--- src/rtl/debounce_pkg.sv ---
// debounce_pkg: shared constants, the counter-width helper and the
// per-channel edge-flag struct for the debounce bank.
package debounce_pkg;

  // Legal parameter ranges for the bank.
  localparam int CHANNELS_MIN  = 1;
  localparam int CHANNELS_MAX  = 32;
  localparam int MAX_COUNT_MIN = 2;
  localparam int MAX_COUNT_MAX = 65536;

  // Edge pulses produced by a channel on the cycle its output changes.
  typedef struct packed {
    logic edj;
    logic rise;
    logic fall;
  } edge_flags_t;

  // Counter width: enough bits to hold 0..max_count-1, never less than one.
  function automatic int cnt_width(input int max_count);
    int w;
    w = $clog2(max_count);
    return (w < 1) ? 1 : w;
  endfunction

endpackage

--- src/rtl/debounce_chan.sv ---
// debounce_chan: one debounce channel. Optional two-flop synchroniser
// (macro DEBOUNCE_SYNC_EN), a stability counter, the debounced level and
// registered edge pulses that line up with the output change.
module debounce_chan
  import debounce_pkg::*;
#(
  parameter int   MAX_COUNT   = 16,
  parameter logic RESET_LEVEL = 1'b0
) (
  input  logic        i_clk,
  input  logic        i_rst_n,
  input  logic        i_in,
  output logic        o_out,
  output edge_flags_t o_flags
);

  localparam int             CW   = cnt_width(MAX_COUNT);
  localparam logic [CW-1:0]  TERM = CW'(MAX_COUNT - 1);

  logic          w_s;
  logic [CW-1:0] r_cnt;
  logic          r_out;
  edge_flags_t   r_flags;
  logic [CW-1:0] w_cnt_nxt;
  logic          w_out_nxt;
  edge_flags_t   w_flags_nxt;

`ifdef DEBOUNCE_SYNC_EN
  logic [1:0] r_sync;

  // Two-flop synchroniser for an input that is asynchronous to i_clk.
  always_ff @(posedge i_clk or negedge i_rst_n) begin
    if (!i_rst_n) r_sync <= {2{RESET_LEVEL}};
    else          r_sync <= {r_sync[0], i_in};
  end

  assign w_s = r_sync[1];
`else
  assign w_s = i_in;
`endif

  // Next state: agreement clears the count, terminal count accepts the change.
  always_comb begin
    w_cnt_nxt   = r_cnt;
    w_out_nxt   = r_out;
    w_flags_nxt = '0;
    if (w_s == r_out) begin
      w_cnt_nxt = '0;
    end else if (r_cnt == TERM) begin
      w_cnt_nxt        = '0;
      w_out_nxt        = w_s;
      w_flags_nxt.edj  = w_s ^ r_out;
      w_flags_nxt.rise = w_s & ~r_out;
      w_flags_nxt.fall = ~w_s & r_out;
    end else begin
      w_cnt_nxt = r_cnt + CW'(1);
    end
  end

  // Counter, debounced level and edge pulses.
  always_ff @(posedge i_clk or negedge i_rst_n) begin
    if (!i_rst_n) begin
      r_cnt   <= '0;
      r_out   <= RESET_LEVEL;
      r_flags <= '0;
    end else begin
      r_cnt   <= w_cnt_nxt;
      r_out   <= w_out_nxt;
      r_flags <= w_flags_nxt;
    end
  end

  assign o_out   = r_out;
  assign o_flags = r_flags;

endmodule

--- src/rtl/debounce_bank.sv ---
// debounce_bank: CHANNELS independent debounce channels plus sticky
// per-channel event bits (write-1-to-clear) and a registered interrupt.
// Macro DEBOUNCE_SYNC_EN adds a two-flop input synchroniser per channel.
module debounce_bank
  import debounce_pkg::*;
#(
  parameter int CHANNELS    = 8,
  parameter int MAX_COUNT   = 16,
  parameter int RESET_LEVEL = 0
) (
  input  logic                clk,
  input  logic                rst_n,
  input  logic [CHANNELS-1:0] in,
  output logic [CHANNELS-1:0] out,
  output logic [CHANNELS-1:0] edj,
  output logic [CHANNELS-1:0] rise,
  output logic [CHANNELS-1:0] fall,
  input  logic [CHANNELS-1:0] clr,
  output logic [CHANNELS-1:0] pend,
  output logic                irq
);

  edge_flags_t         w_flags [CHANNELS];
  logic [CHANNELS-1:0] r_pend;
  logic                r_irq;

  for (genvar gi = 0; gi < CHANNELS; gi++) begin : g_chan
    debounce_chan #(
      .MAX_COUNT   (MAX_COUNT),
      .RESET_LEVEL (1'(RESET_LEVEL))
    ) u_chan (
      .i_clk   (clk),
      .i_rst_n (rst_n),
      .i_in    (in[gi]),
      .o_out   (out[gi]),
      .o_flags (w_flags[gi])
    );
    assign edj[gi]  = w_flags[gi].edj;
    assign rise[gi] = w_flags[gi].rise;
    assign fall[gi] = w_flags[gi].fall;
  end

  // Sticky event bits (a new edge beats a clear) and the interrupt.
  always_ff @(posedge clk or negedge rst_n) begin
    if (!rst_n) begin
      r_pend <= '0;
      r_irq  <= 1'b0;
    end else begin
      r_pend <= (r_pend & ~clr) | edj;
      r_irq  <= |r_pend;
    end
  end

  assign pend = r_pend;
  assign irq  = r_irq;

endmodule

--- config.mk ---
export PLATFORM = sky130hd
export DESIGN_NAME = debounce_bank
export DESIGN_NICKNAME = d
export VERILOG_FILES = /design/src/rtl/debounce_pkg.sv /design/src/rtl/debounce_chan.sv /design/src/rtl/debounce_bank.sv
export SDC_FILE = /design/constraint.sdc
export NUM_CORES = 1
export LEC_CHECK = 0
export ABC_AREA = 1
export BUFFER_PORTS_ARGS = -buffer_cell sky130_fd_sc_hd__clkbuf_2
export CAP_MARGIN = 20
export CORE_MARGIN = 5
export CORE_UTILIZATION = 48
export DETAILED_ROUTE_END_ITERATION = 10
export GPL_TIMING_DRIVEN = 0
export PLACE_DENSITY = 0.79
export RECOVER_POWER = 25
export SLEW_MARGIN = 15
export SYNTH_ARGS = -nofsm -noshare
export SYNTH_HDL_FRONTEND = slang
export SYNTH_SLANG_ARGS = --single-unit
--- constraint.sdc ---
create_clock -name clk -period 1.6 [get_ports clk]
set_input_delay 0.32 -clock clk [delete_from_list [all_inputs] [get_ports clk]]
set_output_delay 0.32 -clock clk [all_outputs]
set_load 0.01 [all_outputs]
==> summary.md, run 1 <==
The flow ran to the end, and the final reports show no timing, DRC or antenna violations. For the HPWL after detailed placement, the log shows 4350 µm. When the netlist entered floorplanning its net count stood at 385. Number of unique standard cell types used by synthesis: 16. The worst hold slack across all endpoints is 0.163 ns, and the wire length of the first global-routing pass is 9870 µm.

The number of cells on the worst hold path is 2, and the final setup violation count is 0. The tools report the launch instance of the worst min-delay path as clr[3]. The top cell types in the final layout, fill and taps aside, are sky130_fd_sc_hd__inv_1, sky130_fd_sc_hd__dfrtp_1, sky130_fd_sc_hd__nand2_1, sky130_fd_sc_hd__clkbuf_2, sky130_fd_sc_hd__nor2_1. The logs give 0.497 for the effective utilization at floorplan and 2.81 mW for the internal power.

The clock share of power is 0.394. The final layout contains 456 nets. The headroom to the max-slew limit came out at 0.665. For the global-route usage over all layers, the log shows 0.146. Setup repair after global routing left no endpoint under its margin. Data arrives at the worst endpoint at 1.01 ns. The row count was 29; the number of port buffers was 58.

The root buffer cell chosen for the clock tree is sky130_fd_sc_hd__clkbuf_8. Pin count of the biggest net entering global routing: 38. The cell count after synthesis is 343.

The tools report the startpoint of the most critical register-to-register path as g_chan[6].u_chan.o_out$_DFFE_PN0P_. The run gives 0 as the setup fix buffers added after clock tree synthesis. The sum of internal, switching and leakage power is 3.63 mW. Start point of the critical path: g_chan[1].u_chan.o_out$_DFFE_PN0P_. The maximum fanout along the worst path works out to 4. The pre-CTS setup slack was 0.300 ns. Compared with the post-synthesis result, the final layout area differs by 19.8%.

The post-detailed-route via-to-cell ratio is 4.68. Iteration count of the initial detailed-routing pass: 4. TritonCTS built the clock tree. CTS saw 73 sinks. The logs give 0.543 for the share of power burned in registers and 0 for the initial antenna violation count. Wires add up to 5510 µm. The placeable core area is 6420 µm².

The synthesized area per cell is 9.31 µm². Timing would allow up to 751 MHz. The run gives 59 as the boundary pin count. The run gives 3190 µm² as the area of the mapped netlist.

On the final layout, the worst clock skew is 0.00790 ns. Detailed routing inserted a total of 2321 vias. The slew at the pin closest to its max-slew limit came out at 0.503 ns. The CTS buffer count came out at 9. CTS built an H-tree with a depth of 3. The share of total power in combinational logic was 0.064. For the peak supply drop, the log shows 0.510 mV. The startpoint type of the worst setup path was a flip-flop. Leaving out fill and tap cells, the most frequent cell in the layout is sky130_fd_sc_hd__inv_1. In this run, the number of DRC markers left after iteration 0 of detailed routing was 89. The number of cells on the worst reg-to-reg path is 5. The tools report the number of diodes as 0. The number of global-route vias before repair was 2276. Global routing finished with a remaining overflow of 0. For this design the total switching power over the nets is 815 µW. The portion of the post-synthesis area used by sequential elements was 0.572.

The tools report the hold violation total from the final report as 0. Count of yosys warnings during synthesis: 0. The worst hold path belongs to the class input port to flip-flop.

The die span in x was 91.5 µm. The placed instances occupy a cell area of 3600 µm². STA classifies the critical path endpoint as an output pin. The clock passes through at most 2 buffers. The clock-pin slew reported for the worst setup and hold paths after clock tree synthesis is 0.07 ns, and the per-cell routed wire length is 11.1 µm.

The power density over the cells was 949 nW/µm². For this run, design rule violations remaining after detail routing come to 0. The tools report the data required time of the critical path as 1.28 ns. The worst setup path is of the flip-flop to output pin kind.

The proportion of layout cells with a drive suffix above 1 is 0.208, and the final weighted congestion in routability-driven placement is 0.834. Portion of the clock cycle consumed by the worst path in the final layout: 0.832. After routing the design area is 3820 µm².

At the later pin of the worst-skew pair, clock insertion delay measures 0.33 ns. Overall die area: 8380 µm². From bottom edge to top edge, the die measures 91.5 µm.

Final period demand of the worst path: 1.33 ns. After synthesis the netlist holds a flip-flop and latch count of 73. Across the run, the number of max-cap violations was 0. Once detail routing completed, the nets flagged for antenna violations numbered 0. Setup slack closes at 0.269 ns. The number of pins with negative max-slew slack in the final report is 0, and the leakage power summed over all cells is 2.25 nW.

The net switching fraction of the power works out to 0.225.
[state kept, by name (all words and copies together), names as in the netlist]
register,flops
g_chan.u_chan.r_cnt,32
g_chan.u_chan.o_flags,24
g_chan.u_chan.o_out,8
pend,8
irq,1
[synthesized netlist by cell type, drive strengths merged]
master	instances	area (µm²)
o21bai	8	60.1
inv	75	282
nor2	54	213
o21a	1	7.51
nand4	9	56.3
buf	8	60.1
nand2	63	236
nand3	17	95.1
dfrtp	73	1830
ha	24	300
a21oi	2	10.0
nor3	2	10.0
o21ai	7	35.0
[final cells by class]
class | instances | area, µm²
clock inverters | 1 | 5.00
repair buffers | 60 | 323
multi-input cells | 187 | 1020
fillers | 532 | 2600
inverters | 75 | 282
flip-flops and latches | 73 | 1830
well taps | 77 | 96.3
clock buffers | 15 | 206
plain buffers | 8 | 60.1
[logic make-up (layout without fill, tap and decap cells)]
group | after synthesis | after routing | share of synthesized area
simple gates | 145 | 145 | 0.191
flops | 73 | 73 | 0.572
compound gates | 18 | 18 | 0.0353
fa+ha+maj | 24 | 24 | 0.0941
buf+inv | 83 | 159 | 0.107
[power by group through the flow]
stage	clock, mW	combinational (mW)	sequential, mW
4_1_cts	1.48	0.237	1.97
2_1_floorplan	0	0.133	1.99
6_report	1.43	0.231	1.97
3_5_place_dp	0	0.235	2.00
5_1_grt	1.57	0.274	1.98
3_3_place_gp	0	0.216	2.00
[metal layers]
| metal | track usage | wire, µm | share of wire | up-vias |
|---|---|---|---|---|
| met5 | 0 | 0 | 0 | - |
| met1 | 0.174 | 2470 | 0.45 | 1064 |
| met4 | 0.0729 | 124 | 0.023 | 0 |
| met2 | 0.240 | 2580 | 0.47 | 68 |
| li1 | - | - | - | 1173 |
| met3 | 0.0405 | 329 | 0.060 | 16 |
[path summary, 6_finish.rpt]
kind	endpoint	slack, ns
setup reg to reg	g_chan[6].u_chan.o_out$_DFFE_PN0P_	0.38
hold reg to reg	pend[3]$_DFF_PN0_	0.47
min in group asynchronous	pend[2]$_DFF_PN0_	0.52
setup / recovery	out[1]	0.27
hold / removal	pend[3]$_DFF_PN0_	0.16
max in group asynchronous	g_chan[5].u_chan.r_cnt[2]$_DFF_PN0_	0.51
[critical path: stages (launching register included)]
cell	delay [ns]
sky130_fd_sc_hd__dfrtp_1	0.42
sky130_fd_sc_hd__buf_4	0.14
sky130_fd_sc_hd__clkbuf_2	0.12
[what timing repair did]
item	4_1_cts	5_1_grt
endpoints found under the setup margin	0	0
resized for setup	0	0
hold buffers	1	0
hold endpoints to repair	36	0
[per-stage QoR]
step	setup TNS, ns	cells	util
final	0	496	0.595
after global routing	0	496	0.595
after CTS	0	496	0.595
after detailed placement	0	479	0.561
after global placement	-27.02	478	0.557
after floorplan	0	343	-
Note: power is estimated with default switching activity, not from simulation.
==> inputs of run 2 (changes only) <==
PLACE_DENSITY = 0.82   (was 0.79)
clock period = 1.2 ns   (was 1.6 ns; I/O delays follow)
==> summary.md, run 2 (synthesis gave the netlist of run 1 again) <==
The run finished, with violations left. The final reports fail on setup timing. Number of nets in the layout: 464. Count of fill cells added during filler insertion: 517.

For the peak supply drop, the log shows 0.696 mV. For this run, design rule violations remaining after detail routing come to 0. STA classifies the critical path endpoint as a flip-flop.

The startpoint of the most critical register-to-register path was g_chan[6].u_chan.o_out$_DFFE_PN0P_. The H-tree was split into 3 levels. Before antenna repair, the detailed router went through 4 iterations. The tools report the final setup violation count as 5. The total overflow left after global routing is 0. TritonCTS built the clock tree.

The critical path's top delay family is flip-flops. Between clock sinks in the finished design, the worst skew comes to 0.00943 ns. For this design the ratio of total power to cell area is 1290 nW/µm². The root buffer cell was sky130_fd_sc_hd__clkbuf_8. The pin count of the biggest net entering global routing was 40; the slack of the critical path was -0.0612 ns. Of all nets on the critical path, the largest fanout is 4. Counting stages on the worst path, the most repeated cell is sky130_fd_sc_hd__nand2_1. The proportion of layout cells with a drive suffix above 1 was 0.254. The most critical setup path has its startpoint at g_chan[6].u_chan.o_out$_DFFE_PN0P_. The routed length on met3 was 319 µm.

For the number of pins with negative max-slew slack in the final report, the log shows 0. The register with the most flip-flops in the layout has 32 of them. The largest incremental delay on the critical path is 0.41 ns, and the met2 wirelength from detailed routing is 2860 µm. The number of diodes came out at 0. At the worst endpoint, the arrival time is 1.49 ns.

Setup repair after global routing could not meet its margin everywhere. After floorplanning, the core was divided into 29 placement rows. The HPWL after detailed placement is 4260 µm.

Max-cap check violation count: 0. For the initial antenna violation count, the log shows 0. The met1 wire length was 2610 µm; the number of sinks handled by clock tree synthesis was 73.

The portion of the clock cycle consumed by the worst path in the final layout was 1.05; the final weighted congestion in routability-driven placement was 0.812. In the layout the commonest cells are sky130_fd_sc_hd__dfrtp_1, sky130_fd_sc_hd__inv_1, sky130_fd_sc_hd__nand2_1, sky130_fd_sc_hd__clkbuf_2, sky130_fd_sc_hd__nor2_1. The tools report the launch instance of the worst min-delay path as clr[7]. The number of nets still failing antenna checks after routing is 0.

The sum of internal, switching and leakage power was 5.15 mW. The top layer used by detailed routing was met4. Buffers placed on the I/O ports in this run total 58. The violation count after the first detailed-routing iteration was 34; the die span in x was 91.5 µm. The number of buffer and inverter instances along the worst setup path is 1, and the height of the chip is 91.5 µm. The placeable core area is 6420 µm², and the hold violation total from the final report is 0. Later-pin clock latency in the skew report: 0.33 ns. After layout, the minimum clock period comes to 1.26 ns. The run gives 5860 µm as the final routed wirelength across all metal layers.

The effective utilization at floorplan was 0.497; the footprint of the flip-flops and latches was 1830 µm². The library cell used most frequently in the layout, excluding fill and tap cells, is sky130_fd_sc_hd__dfrtp_1. Number of global-route vias before repair: 2286.

The die covers 8380 µm². The run gives 9890 µm as the wire length of the first global-routing pass. At the worst endpoint, the required time is 1.43 ns. The via total after detailed routing came out at 2352. The boundary pin count was 59.

The critical path in this run is classified as flip-flop to flip-flop. The tools report the maximum clock insertion buffer count as 2. Register with the most flip-flops: g_chan.u_chan.r_cnt. The logs give 9 for the CTS buffer count and 793 MHz for the maximum clock rate.

The startpoint type of the worst setup path is a flip-flop. The headroom to the max-slew limit was 0.673. The tools report the leakage power summed over all cells as 2.30 nW. The post-detailed-route via-to-cell ratio works out to 4.68. Clock-pin slew was measured on the worst setup and hold paths at 0.07 ns.

Walking the worst path, the cells encountered are ha_1 -> inv_1 -> nand4_1 -> nand2_1 -> nand2_1. The post-synthesis to final-layout area growth came out at 25.4%. At the pin with the least slew margin, the transition time is 0.490 ns. Worst hold path class: input port to flip-flop. The per-cell routed wire length is 11.7 µm, and the worst hold slack across all endpoints is 0.0758 ns. The global-route usage over all layers was 0.146; the area taken by multi-input logic gates was 1090 µm². On the critical path, the stage with the largest delay is an instance of sky130_fd_sc_hd__dfrtp_1.
## run 2: cell count changes in the layout (fill, tap and decap cells not counted), moves of 4 or more
| cell | previous run | this run |
|---|---|---|
| sky130_fd_sc_hd__clkbuf_2 | 57 | 51 |
| sky130_fd_sc_hd__buf_4 | 8 | 15 |
| sky130_fd_sc_hd__buf_6 | 0 | 5 |
| sky130_fd_sc_hd__inv_1 | 75 | 70 |
| sky130_fd_sc_hd__ha_1 | 24 | 20 |
| sky130_fd_sc_hd__inv_2 | 0 | 5 |
| sky130_fd_sc_hd__ha_4 | 0 | 4 |
## run 2: cell type report
cell class,count,share of cell area
Sequential cell,73,0.457
Multi-Input combinational cell,187,0.272
Timing Repair Buffer,73,0.114
Inverter,75,0.0703
Clock buffer,13,0.0422
Tap cell,77,0.0241
Clock inverter,2,0.0150
Buffer,3,0.00656
## run 2: through the flow
stage,setup TNS [ns],util,setup slack [ns],cell area [µm²],cells
detailed placement,-0.0457,0.561,-0.0309,3600,479
global route,-0.736,0.623,-0.127,4000,503
floorplan,0,-,0.0834,3190,343
global placement,-50.46,0.557,-0.695,3580,478
CTS,-0.214,0.603,-0.0618,3870,498
finish,-0.171,0.623,-0.0612,4000,503
## run 2: what timing repair did
| action | in CTS | in global routing |
|---|---|---|
| resized for setup | 4 | 23 |
| endpoints found under the hold margin | 34 | 0 |
| pin swaps | 0 | 0 |
| hold buffers | 1 | 0 |
| buffers inserted | 7 | 6 |
| endpoints found under the setup margin | 11 | 30 |
## run 2: metal layers
| layer | vias up | track usage |
|---|---|---|
| li1 | 1190 | - |
| met1 | 1099 | 0.179 |
| met2 | 55 | 0.242 |
| met3 | 8 | 0.0438 |
| met4 | 0 | 0.0565 |
| met5 | - | 0 |
## run 2: path summary, 6_finish.rpt
check | end | slack (ns) | cells past startpoint
worst max register to register | g_chan[6].u_chan.o_out$_DFFE_PN0P_ | -0.06 | 5
max in group asynchronous | g_chan[3].u_chan.r_cnt[1]$_DFF_PN0_ | 0.21 | 3
worst min register to register | pend[1]$_DFF_PN0_ | 0.47 | 1
min in group asynchronous | g_chan[0].u_chan.o_flags[2]$_DFF_PN0_ | 0.43 | 2
worst min-delay path | pend[7]$_DFF_PN0_ | 0.08 | 2
worst max-delay path | g_chan[6].u_chan.o_out$_DFFE_PN0P_ | -0.06 | 5
## run 2: power by group
part / switching (mW) / internal (mW) / total (mW)
combinational: 0.208 / 0.146 / 0.354
sequential: 0.0789 / 2.54 / 2.62
clock: 0.840 / 1.33 / 2.17
